$ cat src/rtl/pe_cube_pkg.sv
// pe_cube_pkg: definitions shared by the PE cube and its operand feeder.
//   feeder_state_e : pass sequencer states
//   DEF_DATA_W     : default operand width
//   lane_idx()     : (array i, block j) -> flat lane index, so producer and
//                    consumer of the packed oData/iData bus agree on order
package pe_cube_pkg;

    typedef enum logic [2:0] {
        ST_IDLE   = 3'd0,
        ST_CLEAR  = 3'd1,
        ST_STREAM = 3'd2,
        ST_DRAIN  = 3'd3,
        ST_DONE   = 3'd4
    } feeder_state_e;

    localparam int DEF_DATA_W = 8;

    function automatic int lane_idx(input int i, input int j, input int array_num);
        return j * array_num + i;
    endfunction

endpackage

$ cat src/rtl/skew_delay_line.sv
// skew_delay_line: fixed-depth shift register for one array's operand row
// plus its valid bit. Resets to zero; DEPTH = 0 degenerates to a wire.
//   iClk, iRst     : clock, async active-high reset
//   iData, iValid  : row entering the line
//   oData, oValid  : row delayed by DEPTH cycles
module skew_delay_line #(
    parameter int DEPTH = 1,
    parameter int WIDTH = 8
) (
    input  logic             iClk,
    input  logic             iRst,
    input  logic [WIDTH-1:0] iData,
    input  logic             iValid,
    output logic [WIDTH-1:0] oData,
    output logic             oValid
);

    generate
        if (DEPTH == 0) begin : g_wire
            logic unused_clk_rst;
            assign unused_clk_rst = iClk | iRst;
            assign oData  = iData;
            assign oValid = iValid;
        end else begin : g_pipe
            logic [DEPTH-1:0][WIDTH-1:0] data_pipe;
            logic [DEPTH-1:0]            vld_pipe;

            always_ff @(posedge iClk or posedge iRst) begin
                if (iRst) begin
                    data_pipe <= '0;
                    vld_pipe  <= '0;
                end else begin
                    data_pipe[0] <= iData;
                    vld_pipe[0]  <= iValid;
                    for (int k = 1; k < DEPTH; k++) begin
                        data_pipe[k] <= data_pipe[k-1];
                        vld_pipe[k]  <= vld_pipe[k-1];
                    end
                end
            end

            assign oData  = data_pipe[DEPTH-1];
            assign oValid = vld_pipe[DEPTH-1];
        end
    endgenerate

endmodule

$ cat src/rtl/pe_cube_feeder.sv
// pe_cube_feeder: operand feeder for one PE cube. Per pass: clear the
// accumulators, stream iLen accepted beats through a per-(array, block)
// data1/data2 select, then skew array i by i cycles for the systolic
// diagonal and pulse oDone when the last array shows its final beat.
//   iClk, iRst            : clock, async active-high reset
//   iStart, iLen, iSelMask: pass control, latched in IDLE on iStart
//   iValid / oReady       : beat handshake (unaccepted beats are dropped)
//   iData1, iData2        : operand rows, lane i = array i
//   oData, oValid         : skewed operands, lane j*ARRAY_NUM+i; per-array valid
//   oClearAcc, oBusy, oDone: pass status (all registered)
module pe_cube_feeder
    import pe_cube_pkg::*;
#(
    parameter int ARRAY_NUM = 3,
    parameter int BLOCK_NUM = 3,
    parameter int DATA_W    = DEF_DATA_W,
    parameter int LEN_W     = 8
) (
    input  logic                                iClk,
    input  logic                                iRst,
    input  logic                                iStart,
    input  logic [LEN_W-1:0]                    iLen,
    input  logic [ARRAY_NUM*BLOCK_NUM-1:0]      iSelMask,
    input  logic                                iValid,
    output logic                                oReady,
    input  logic [DATA_W*ARRAY_NUM-1:0]         iData1,
    input  logic [DATA_W*ARRAY_NUM-1:0]         iData2,
    output logic [DATA_W*ARRAY_NUM*BLOCK_NUM-1:0] oData,
    output logic [ARRAY_NUM-1:0]                oValid,
    output logic                                oClearAcc,
    output logic                                oBusy,
    output logic                                oDone
);

    // DRAIN lasts ARRAY_NUM-1 cycles; the counter reaching DRAIN_LAST marks its final one.
    localparam int DRAIN_LAST = (ARRAY_NUM > 1) ? ARRAY_NUM - 2 : 0;
    localparam int DRN_W      = (ARRAY_NUM > 2) ? $clog2(ARRAY_NUM - 1) : 1;

    feeder_state_e state_q, state_d;

    logic [LEN_W-1:0]               len_q;
    logic [LEN_W-1:0]               beat_cnt;
    logic [ARRAY_NUM*BLOCK_NUM-1:0] mask_q;
    logic [DRN_W-1:0]               drain_cnt;

    logic accept;
    logic last_beat;

    // oReady is high exactly in STREAM, so it doubles as the state qualifier here.
    assign accept    = iValid & oReady;
    // beat_cnt never exceeds len_q-1 in STREAM, so the +1 cannot wrap.
    assign last_beat = accept && ((beat_cnt + LEN_W'(1)) == len_q);

    // ---------------- FSM ----------------
    always_ff @(posedge iClk or posedge iRst) begin
        if (iRst) state_q <= ST_IDLE;
        else      state_q <= state_d;
    end

    always_comb begin
        state_d = state_q;
        unique case (state_q)
            ST_IDLE:   if (iStart) state_d = ST_CLEAR;
            ST_CLEAR:  state_d = (len_q != '0) ? ST_STREAM : ST_DONE;
            ST_STREAM: if (last_beat) state_d = (ARRAY_NUM == 1) ? ST_DONE : ST_DRAIN;
            ST_DRAIN:  if (drain_cnt == DRN_W'(DRAIN_LAST)) state_d = ST_DONE;
            ST_DONE:   state_d = ST_IDLE;
            default:   state_d = ST_IDLE;
        endcase
    end

    // Status outputs are registered off the next state so they line up with it.
    always_ff @(posedge iClk or posedge iRst) begin
        if (iRst) begin
            oReady    <= 1'b0;
            oClearAcc <= 1'b0;
            oBusy     <= 1'b0;
            oDone     <= 1'b0;
            len_q     <= '0;
            mask_q    <= '0;
            beat_cnt  <= '0;
            drain_cnt <= '0;
        end else begin
            oReady    <= (state_d == ST_STREAM);
            oClearAcc <= (state_d == ST_CLEAR);
            oBusy     <= (state_d != ST_IDLE);
            oDone     <= (state_d == ST_DONE);

            if (state_q == ST_IDLE && iStart) begin
                len_q    <= iLen;
                mask_q   <= iSelMask;
                beat_cnt <= '0;
            end else if (accept) begin
                beat_cnt <= beat_cnt + LEN_W'(1);
            end

            drain_cnt <= (state_q == ST_DRAIN) ? drain_cnt + DRN_W'(1) : '0;
        end
    end

    // ---------------- select + stage 0 ----------------
    logic [ARRAY_NUM-1:0][BLOCK_NUM-1:0][DATA_W-1:0] row_d, row_q, row_out;
    logic [ARRAY_NUM-1:0]                            vld_q;

    // Bubbles (no accepted beat) enter as zero data with valid low.
    always_comb begin
        row_d = '0;
        for (int i = 0; i < ARRAY_NUM; i++) begin
            for (int j = 0; j < BLOCK_NUM; j++) begin
                if (accept) begin
                    row_d[i][j] = mask_q[BLOCK_NUM*i + j] ? iData2[i*DATA_W +: DATA_W]
                                                          : iData1[i*DATA_W +: DATA_W];
                end
            end
        end
    end

    always_ff @(posedge iClk or posedge iRst) begin
        if (iRst) begin
            row_q <= '0;
            vld_q <= '0;
        end else begin
            row_q <= row_d;
            vld_q <= {ARRAY_NUM{accept}};
        end
    end

    // ---------------- skew ----------------
    generate
        for (genvar i = 0; i < ARRAY_NUM; i++) begin : g_arr
            skew_delay_line #(
                .DEPTH (i),
                .WIDTH (BLOCK_NUM*DATA_W)
            ) u_skew (
                .iClk   (iClk),
                .iRst   (iRst),
                .iData  (row_q[i]),
                .iValid (vld_q[i]),
                .oData  (row_out[i]),
                .oValid (oValid[i])
            );
        end
    endgenerate

    always_comb begin
        oData = '0;
        for (int i = 0; i < ARRAY_NUM; i++) begin
            for (int j = 0; j < BLOCK_NUM; j++) begin
                oData[lane_idx(i, j, ARRAY_NUM)*DATA_W +: DATA_W] = row_out[i][j];
            end
        end
    end

endmodule

$ cat config.mk
export PLATFORM = sky130hd
export DESIGN_NAME = pe_cube_feeder
export DESIGN_NICKNAME = d
export VERILOG_FILES = /design/src/rtl/pe_cube_pkg.sv /design/src/rtl/skew_delay_line.sv /design/src/rtl/pe_cube_feeder.sv
export SDC_FILE = /design/constraint.sdc
export NUM_CORES = 1
export LEC_CHECK = 0
export CORE_MARGIN = 1.5
export CORE_UTILIZATION = 54
export DETAILED_ROUTE_END_ITERATION = 10
export PLACE_DENSITY = 0.94
export SYNTH_ARGS = -nofsm -noshare
export SYNTH_HDL_FRONTEND = slang
export SYNTH_SLANG_ARGS = --single-unit
$ cat constraint.sdc
create_clock -name iClk -period 11.51 [get_ports iClk]
set_input_delay 2.302 -clock iClk [delete_from_list [all_inputs] [get_ports iClk]]
set_output_delay 2.302 -clock iClk [all_outputs]
set_load 0.02 [all_outputs]
==> out/results.txt, run 1 <==
Status: finished, final reports clean
Post-synth EDFFs: 0
WS Path Type: in -> async
Layout cells sized above 1: 8.64%
Fillcell total: 730
Pre-CTS WS: 7160 ps
Area Growth Syn to Fin: 29.7%
NumNets Final: 659
P_leak: 4.01 nW
Clk sink count: 180
Number of H-tree levels: 4
Async SR Flop Fraction: 100%
Clock Tree Root: clkbuf_16
Vias: 3,908
Post-Synth Simple-Gate Area: 8.24%
Register area share after synthesis: 69.4%
Core area: 0.0116 mm^2
Synthesized Nets: 539
Crit path arrival time: 4330 ps
Req. time, crit path: 12,000 ps
Sum Neg Setup Slack: 0 ps
DPL Wire Length: 8300 um
Max Fclk: 0.260 GHz
Die W: 113 um
Synth Register Bits: 180
Clk_lat worst skew: 420 ps
Starting density of the core: 56.1%
Synth area leader: dfrtp_1
GPL Wtd Cong: 0.813
Top cells by area, synth: dfrtp_1, mux2i_1, nor2_1, buf_4, mux2_2
Largest net degree at the start of global routing: 126
Routed Wire Length: 12,900 um
Cell area after synthesis: 0.00649 mm^2
Antenna Cells: 0
Period utilisation layout: 33.4%
Number of port buffers: 147
RSZ-0062 raised after global routing: false
Startpoint Class: input port
Post-route setup slack: 7670 ps
Via/cell ratio: 5.25
Relative slew slack: 28.3%
Most frequent cells in the layout: dfrtp_1, clkdlybuf4s50_1, nor2_1
Congestion Overflow GR: 0
Largest family of logic cells by synthesized area: multiplexers
Cells resized by post-CTS repair: 0
Worst setup EP type: asynchronous set/reset pin
Post-Synth Adder-Cell Area: 0.193%
Most common cell after layout, fill and taps aside: dfrtp_1
Reg-to-reg slack, setup: 9590 ps
Synthesis Warnings: 0
WHS: 343 ps
Avg Inst Size Synth: 13.8 um^2
Hold Path Class: reg -> reg
Final Hold Fails: 0
DRC: 0
Tot GR Track Use: 21.5%
Post-route ant nets: 0
Worst slew pin tran: 1080 ps
FP Rows: 39
CTS buffer count: 17
Die ar.: 0.0127 mm^2
Final Skew: 5.87 ps
Top cell type's share of synthesized area: 69.4%
Max Root-Sink Buffers: 2
Complex-gate fraction of the synthesized area: 1.37%
Power after layout: 1.97 mW
Vias in the first global route: 4,024
CTS clk-pin slew, worst paths: 60 ps
Worst VDD drop: 0.000112 V
Initial antenna violation count: 0
Fin crit period: 3840 ps
Mux share of post-synthesis cell area: 14.1%
XOR/XNOR Fraction of Synth Area: 1.89%
CTS tree: done
Gate count after technology mapping: 469
Hold buffers post-CTS: 0
Setup Buffers After CTS: 0
Avg WL per Cell: 17.3 um
Max-cap violations: 0
Detailed Routing Iterations Pass 1: 4
Library cells used by synthesis: 33
Num ports: 148
Starting DRT DRC Count: 127
Final setup fails: 0
Count of pins over their slew limit: 0
Top_reg_cell synth: dfrtp_1
First-pass GRT wire length: 20,500 um
CP max FO: 125
Die Span Y: 113 um
Pwr per Cell Area: 235 mW/mm^2
==> layout make-up <==
type	instances	area (um^2)	area share, %
well taps	143	179	2.13
repair buffers	150	1490	17.8
clock buffers	20	437	5.19
clock inverters	12	108	1.28
flip-flops and latches	180	4500	53.6
inverters	3	16.3	0.193
multi-input cells	237	1670	19.9
==> critical path, cell delays in order <==
cell             delay (ps)
clkdlybuf4s50_1         470
inv_6                   750
buf_4                   700
==> path summary, 6_finish.rpt <==
| check | startpoint | to | cells after the start |
|---|---|---|---|
| setup / recovery | iRst | oClearAcc$_DFF_PP0_ | 3 |
| hold / removal | row_q[46]$_DFF_PP0_ | g_arr[1].u_skew.oData[22]$_DFF_PP0_ | 0 |
| setup reg to reg | beat_cnt[0]$_DFFE_PP0P_ | oReady$_DFF_PP0_ | 6 |
| hold reg to reg | row_q[46]$_DFF_PP0_ | g_arr[1].u_skew.oData[22]$_DFF_PP0_ | 0 |
| max in group iClk | iValid | oReady$_DFF_PP0_ | 8 |
| min in group asynchronous | iRst | g_arr[1].u_skew.oData[9]$_DFF_PP0_ | 2 |
==> sequential cells by signal (all words and copies together), names as in the netlist, 2 cells and up <==
signal	flops
state_q	3
g_arr.u_skew.oData	48
g_arr.u_skew.g_pipe.data_pipe	24
beat_cnt	8
len_q	8
g_arr.u_skew.g_pipe.vld_pipe	2
mask_q	9
row_q	72
==> stage by stage <==
step | instance area, um^2 | utilization [%] | std cells
after floorplan | 6490 | - | 469
after global placement | 7870 | 68.0 | 713
after detailed placement | 7870 | 68.0 | 713
after CTS | 8410 | 72.7 | 745
after global routing | 8410 | 72.7 | 745
final | 8410 | 72.7 | 745
==> cell usage after synthesis (4+ instances only) <==
library cell / instances
mux2i_1: 72
dfrtp_1: 180
nand2_1: 10
a21oi_1: 4
and3_1: 5
nor3_1: 6
clkbuf_1: 13
mux2_2: 17
xnor2_1: 6
buf_1: 4
nor2_1: 82
xor2_1: 8
buf_4: 28
==> cells by family (layout without fill, tap and decap cells) <==
family	after synthesis	after routing
muxes	89	89
and+or+nand+nor	120	120
buffers and inverters	52	185
AOI/OAI and AO/OA	13	13
adders and majority gates	1	1
DFF	180	180
xor gates and xnor gates	14	14
==> power breakdown <==
group	switching [mW]	leakage [nW]	total [mW]	internal, mW
Combinational	0.237	1.36	0.514	0.277
Sequential	0.144	2.39	0.931	0.787
Clock	0.229	0.261	0.527	0.298
==> layer usage <==
| metal | vias to the layer above | share of wire [%] | GRT usage, % |
|---|---|---|---|
| li1 | 1761 | - | - |
| met1 | 1990 | 39 | 25.8 |
| met2 | 138 | 54 | 37.8 |
| met3 | 19 | 5.1 | 5.78 |
| met4 | 0 | 1.5 | 7.09 |
| met5 | - | 0 | 0 |
Power figures use the tool's default switching activity.
==> inputs of run 2 (changes only) <==
Settings changed: CORE_UTILIZATION 54 to 50, PLACE_DENSITY 0.94 to 0.89.
Clock period 11.51 ns to 3.7 ns, I/O delays scaled along.
==> run 2 against run 1 <==
- sequential share of layout area fell by 0.92 points
- routed wire length rose by 1.7%
- clock-buffer cell count did not move
- combinational power rose to 3.1 times the previous value
- non-clock buffer count rose by 2
- design area rose by 1.8%
- total power rose to 3.2 times the previous value
- clock skew rose by 1.4 ps
- critical endpoint is now oReady$_DFF_PP0_
- largest cell class unchanged
==> out/results.txt, run 2 (synthesis results as in run 1) <==
Status: finished, final reports clean (unchanged)
Starting density of the core: 51.4% (was 56.1%)
Fin crit period: 2300 ps
CTS clk-pin slew, worst paths: 70 ps (was 60 ps)
Layout cells sized above 1: 9.27% (was 8.64%)
Startpoint Class: input port (unchanged)
Worst slew pin tran: 729 ps (was 1080 ps)
Area Growth Syn to Fin: 31.9% (was 29.7%)
Vias in the first global route: 4,083 (was 4,024)
Clk_lat worst skew: 420 ps (about the same)
Antenna Cells: 0 (unchanged)
CTS tree: done (unchanged)
Initial antenna violation count: 0 (unchanged)
Reg with most FFs: row_q (unchanged)
Max Fclk: 0.434 GHz
Register Area: 0.00450 mm^2 (unchanged)
Largest register FFs: 72 (unchanged)
RSZ-0062 raised after global routing: false (unchanged)
Period utilisation layout: 62.3%
Fillcell total: 876 (was 730)
Net Sw Frac: 30.8% (was 30.9%)
Starting DRT DRC Count: 138 (was 127)
Comb power frac: 25.5% (was 26.1%)
Avg WL per Cell: 16.8 um (was 17.3 um)
GPL Wtd Cong: 0.865 (was 0.813)
Tot GR Track Use: 20.4% (was 21.5%)
WHS: 344 ps (was 343 ps)
Via/cell ratio: 5.00 (was 5.25)
Cells resized by post-CTS repair: 0 (unchanged)
Worst VDD drop: 0.000309 V (was 0.000112 V)
Pint: 4.36 mW (was 1.36 mW)
Crit path arrival time: 2610 ps (was 4330 ps)
Final Hold Fails: 0 (unchanged)
Die ar.: 0.0137 mm^2 (was 0.0127 mm^2)
Relative slew slack: 51.3% (was 28.3%)
First-pass GRT wire length: 20,400 um (was 20,500 um)
Most common cell after layout, fill and taps aside: dfrtp_1 (unchanged)
Final setup fails: 0 (unchanged)
Largest net degree at the start of global routing: 54 (was 126)
P_leak: 4.06 nW (was 4.01 nW)
Die W: 117 um (was 113 um)
Setup Buffers After CTS: 0 (unchanged)
Number of H-tree levels: 4 (unchanged)
Count of pins over their slew limit: 0 (unchanged)
Clk sink count: 180 (unchanged)
CTS buffer count: 17 (unchanged)
WS Path Type: in -> reg (was in -> async)
Congestion Overflow GR: 0 (unchanged)
Pwr per Cell Area: 736 mW/mm^2 (was 235 mW/mm^2)
Post-route ant nets: 0 (unchanged)
NumNets Final: 661 (was 659)
Sum Neg Setup Slack: 0 ps (unchanged)
Max Root-Sink Buffers: 2 (unchanged)
Number of port buffers: 147 (unchanged)
Routed Wire Length: 13,100 um (was 12,900 um)
DRC: 0 (unchanged)
Final Skew: 7.23 ps (was 5.87 ps)
Die Span Y: 117 um (was 113 um)
Worst setup EP type: flop (was asynchronous set/reset pin)
FP Rows: 41 (was 39)
Core area: 0.0126 mm^2 (was 0.0116 mm^2)
Num ports: 148 (unchanged)
Seq pwr share: 45.9% (was 47.2%)
Power after layout: 6.30 mW (was 1.97 mW)
CP max FO: 37 (was 125)
Clock Tree Root: clkbuf_16 (unchanged)
Vias: 3,883 (was 3,908)
Clk pwr share: 28.6% (was 26.7%)
Max-cap violations: 0 (unchanged)
DPL Wire Length: 8660 um (was 8300 um)
Detailed Routing Iterations Pass 1: 4 (unchanged)
Net load switching power: 1.94 mW (was 0.611 mW)
Multi-input gate area: 0.00167 mm^2 (unchanged)
Most frequent cells in the layout: dfrtp_1, clkdlybuf4s50_1, nor2_1 (unchanged)
Hold Path Class: reg -> reg (unchanged)
Reg-to-reg slack, setup: 1810 ps (was 9590 ps)
Hold buffers post-CTS: 0 (unchanged)
Req. time, crit path: 4010 ps (was 12,000 ps)
-- run 2: cell count changes in the layout (fill, tap and decap cells not counted) --
cell / before / now
buf_4: 3 / 2
bufinv_16: 1 / 2
buf_12: 0 / 3
inv_6: 3 / 1
clkinv_4: 2 / 5
clkinv_2: 4 / 1
clkbuf_1: 3 / 1
clkbuf_8: 0 / 2
inv_8: 0 / 2
clkinvlp_4: 3 / 2
-- run 2: path summary, 6_finish.rpt --
check,from,end,cells past startpoint
max in group asynchronous,iRst,row_q[8]$_DFF_PP0_,3
worst max register to register,oReady$_DFF_PP0_,oReady$_DFF_PP0_,6
worst min register to register,row_q[62]$_DFF_PP0_,g_arr[2].u_skew.g_pipe.data_pipe[14]$_DFF_PP0_,0
worst max-delay path,iValid,oReady$_DFF_PP0_,7
worst min-delay path,row_q[62]$_DFF_PP0_,g_arr[2].u_skew.g_pipe.data_pipe[14]$_DFF_PP0_,0
min in group asynchronous,iRst,g_arr[2].u_skew.oData[19]$_DFF_PP0_,2
-- run 2: area by class of cell --
type	count	area share [%]
Multi-Input combinational cell	237	19.5
Inverter	3	0.175
Clock inverter	12	1.73
Tap cell	172	2.51
Timing Repair Buffer	152	18.1
Sequential cell	180	52.6
Clock buffer	20	5.34
-- run 2: power groups by stage --
stage	registers, mW	clock network (mW)	logic [mW]
6_report	2.89	1.80	1.61
5_1_grt	2.96	1.92	1.72
4_1_cts	2.90	1.84	1.62
3_5_place_dp	2.92	0	1.60
3_3_place_gp	2.88	0	1.55
2_1_floorplan	2.79	0	1.13
-- run 2: per-stage QoR --
step,setup slack [ps],instances,util [%],instance area (um^2)
6_report,1400,776,67.8,8560
5_1_grt,1240,776,67.8,8560
4_1_cts,1400,776,67.8,8560
3_5_place_dp,942,744,63.0,7950
3_3_place_gp,1080,744,63.0,7950
2_1_floorplan,651,469,-,6490
-- run 2: worst max-delay path: stages --
cell and delay [ps]:
clkdlybuf4s50_1 470, nand2_2 380, inv_1 330, nand4_1 140
nor3_1 210, o2111ai_1 170, o211a_1 160
-- run 2: per-layer routing --
metal	GRT usage, %	vias to the layer above	wire length (um)
met1	23.3	1958	5030
li1	-	1770	-
met3	4.89	26	615
met5	0	-	0
met2	36.1	129	7100
met4	10.4	0	322
==> inputs of run 3 (changes only) <==
Settings changed: CORE_UTILIZATION 50 to 45, PLACE_DENSITY 0.89 to 0.85.
Clock period 3.7 ns to 2.1 ns, I/O delays scaled along.
==> run 3 against run 2 <==
- routed wire length down 1.8%
- first-iteration DRC count up 30%
- register-to-register slack worse by 1600 ps
- global-route usage down 1.7 points
- utilization down 6.0 points
- critical path type is now reg -> reg
- largest power group unchanged
==> out/results.txt, run 3 (synthesis results as in run 1) <==
Status: finished, final reports clean (unchanged)
Crit. Startpoint: beat_cnt[0]$_DFFE_PP0P_ (was iValid)
Largest register FFs: 72 (unchanged)
WS Path Type: reg -> reg (was in -> reg)
Fin crit period: 1930 ps
Antenna Cells: 0 (unchanged)
Delay-heaviest family, CP: compound AO/OA/AOI/OAI gates (was buffers and inverters)
Number of H-tree levels: 4 (unchanged)
Detailed Routing Iterations Pass 1: 4 (unchanged)
Clk pwr share: 29.4% (was 28.6%)
Pint: 7.71 mW (was 4.36 mW)
Final setup fails: 0 (unchanged)
Register Area: 0.00450 mm^2 (unchanged)
DRC: 0 (unchanged)
Power after layout: 11.2 mW (was 6.30 mW)
Worst setup EP type: flop (unchanged)
Req. time, crit path: 2410 ps (was 4010 ps)
Cells resized by post-CTS repair: 0 (unchanged)
Post-route setup slack: 170 ps (was 1400 ps)
First-pass GRT wire length: 21,100 um (was 20,400 um)
Via/cell ratio: 4.84 (was 5.00)
Fillcell total: 1,051 (was 876)
GPL Wtd Cong: 0.803 (was 0.865)
Max Root-Sink Buffers: 2 (unchanged)
NumNets Final: 668 (was 661)
Post-route ant nets: 0 (unchanged)
R2r startpoint: beat_cnt[0]$_DFFE_PP0P_ (was oReady$_DFF_PP0_)
Period utilisation layout: 91.9%
Multi-input gate area: 0.00167 mm^2 (unchanged)
Final Skew: 7.94 ps (was 7.23 ps)
Die ar.: 0.0151 mm^2 (was 0.0137 mm^2)
Vias: 3,832 (was 3,883)
Area Growth Syn to Fin: 33.4% (was 31.9%)
Clk_lat worst skew: 430 ps (was 420 ps)
Finished Cell Area: 0.00865 mm^2 (was 0.00856 mm^2)
Startpoint Class: flop (was input port)
Final Hold Fails: 0 (unchanged)
CP max FO: 5 (was 37)
Clk sink count: 180 (unchanged)
Worst VDD drop: 0.000608 V (was 0.000309 V)
Setup Buffers After CTS: 0 (unchanged)
Comb power frac: 25.3% (was 25.5%)
Vias in the first global route: 4,145 (was 4,083)
Sum Neg Setup Slack: 0 ps (unchanged)
Pre-CTS WS: 183 ps (was 942 ps)
Core area: 0.0140 mm^2 (was 0.0126 mm^2)
Starting DRT DRC Count: 179 (was 138)
CP Buf/Inv Count: 0 (was 2)
RSZ-0062 raised after global routing: false (unchanged)
Initial antenna violation count: 0 (unchanged)
Hold buffers post-CTS: 0 (unchanged)
Max-cap violations: 0 (unchanged)
Routed Wire Length: 12,800 um (was 13,100 um)
Hold Path Class: in -> async (was reg -> reg)
Crit-path slowest cell: dfrtp_1 (was clkdlybuf4s50_1)
Die W: 123 um (was 117 um)
FP Rows: 43 (was 41)
Net load switching power: 3.54 mW (was 1.94 mW)
Crit path arrival time: 2240 ps (was 2610 ps)
Reg with most FFs: row_q (unchanged)
Avg WL per Cell: 16.2 um (was 16.8 um)
Number of port buffers: 147 (unchanged)
Num ports: 148 (unchanged)
Max Fclk: 0.518 GHz
Pwr per Cell Area: 1300 mW/mm^2 (was 736 mW/mm^2)
Count of pins over their slew limit: 0 (unchanged)
Tot GR Track Use: 18.7% (was 20.4%)
P_leak: 4.10 nW (was 4.06 nW)
Worst stage delay on the critical path: 470 ps (about the same)
Largest net degree at the start of global routing: 62 (was 54)
DPL Wire Length: 9100 um (was 8660 um)
Net Sw Frac: 31.5% (was 30.8%)
Congestion Overflow GR: 0 (unchanged)
Seq pwr share: 45.3% (was 45.9%)
Starting density of the core: 46.4% (was 51.4%)
CP Cell Sequence: ha_1, nand2_1, o21a_1, nor4_1, o2111ai_1, o211a_1 (was clkdlybuf4s50_1, nand2_2, inv_1, nand4_1, nor3_1, o2111ai_1, o211a_1)
CTS buffer count: 17 (unchanged)
CTS tree: done (unchanged)
Most common cell after layout, fill and taps aside: dfrtp_1 (unchanged)
Relative slew slack: 63.6% (was 51.3%)
DP Area: 0.00802 mm^2 (was 0.00795 mm^2)
Worst slew pin tran: 546 ps (was 729 ps)
CTS clk-pin slew, worst paths: 70 ps (about the same)
Die Span Y: 123 um (was 117 um)
Most frequent cells in the layout: dfrtp_1, clkdlybuf4s50_1, nor2_1 (unchanged)
Clock Tree Root: clkbuf_16 (unchanged)
Layout cells sized above 1: 10.5% (was 9.27%)
## run 3: metal layers
layer	vias up	global-route usage, %	wire (um)
met3	28	5.35	588
met5	-	0	0
li1	1791	-	-
met4	0	9.48	382
met1	1895	21.9	5170
met2	118	31.6	6700
## run 3: power groups by stage
stage               combinational, mW  clock (mW)  sequential [mW]
floorplan                        1.99           0             4.92
global placement                 2.77           0             5.10
detailed placement               2.86           0             5.17
CTS                              2.88        3.38             5.11
global route                     3.09        3.54             5.21
finish                           2.85        3.31             5.09
## run 3: final cells by class
type	instances	area share, %
well taps	180	2.60
repair buffers	159	18.5
multi-input cells	237	19.3
clock buffers	17	4.92
clock inverters	15	2.40
flip-flops and latches	180	52.1
inverters	3	0.174
## run 3: path summary, 6_finish.rpt
path	depth (start not counted)	slack, ps	endpoint
setup / recovery	6	170	oReady$_DFF_PP0_
hold / removal	2	300	g_arr[1].u_skew.oData[5]$_DFF_PP0_
setup reg to reg	6	170	oReady$_DFF_PP0_
hold reg to reg	0	350	g_arr[2].u_skew.g_pipe.data_pipe[21]$_DFF_PP0_
max in group asynchronous	3	1100	mask_q[7]$_DFFE_PP0P_
min in group iClk	0	350	g_arr[2].u_skew.g_pipe.data_pipe[21]$_DFF_PP0_
## run 3: per-stage QoR
stage	hold slack (ps)	instances	util, %
floorplan	331	469	-
global placement	332	759	57.3
detailed placement	335	759	57.3
CTS	282	791	61.8
global route	295	791	61.8
finish	298	791	61.8
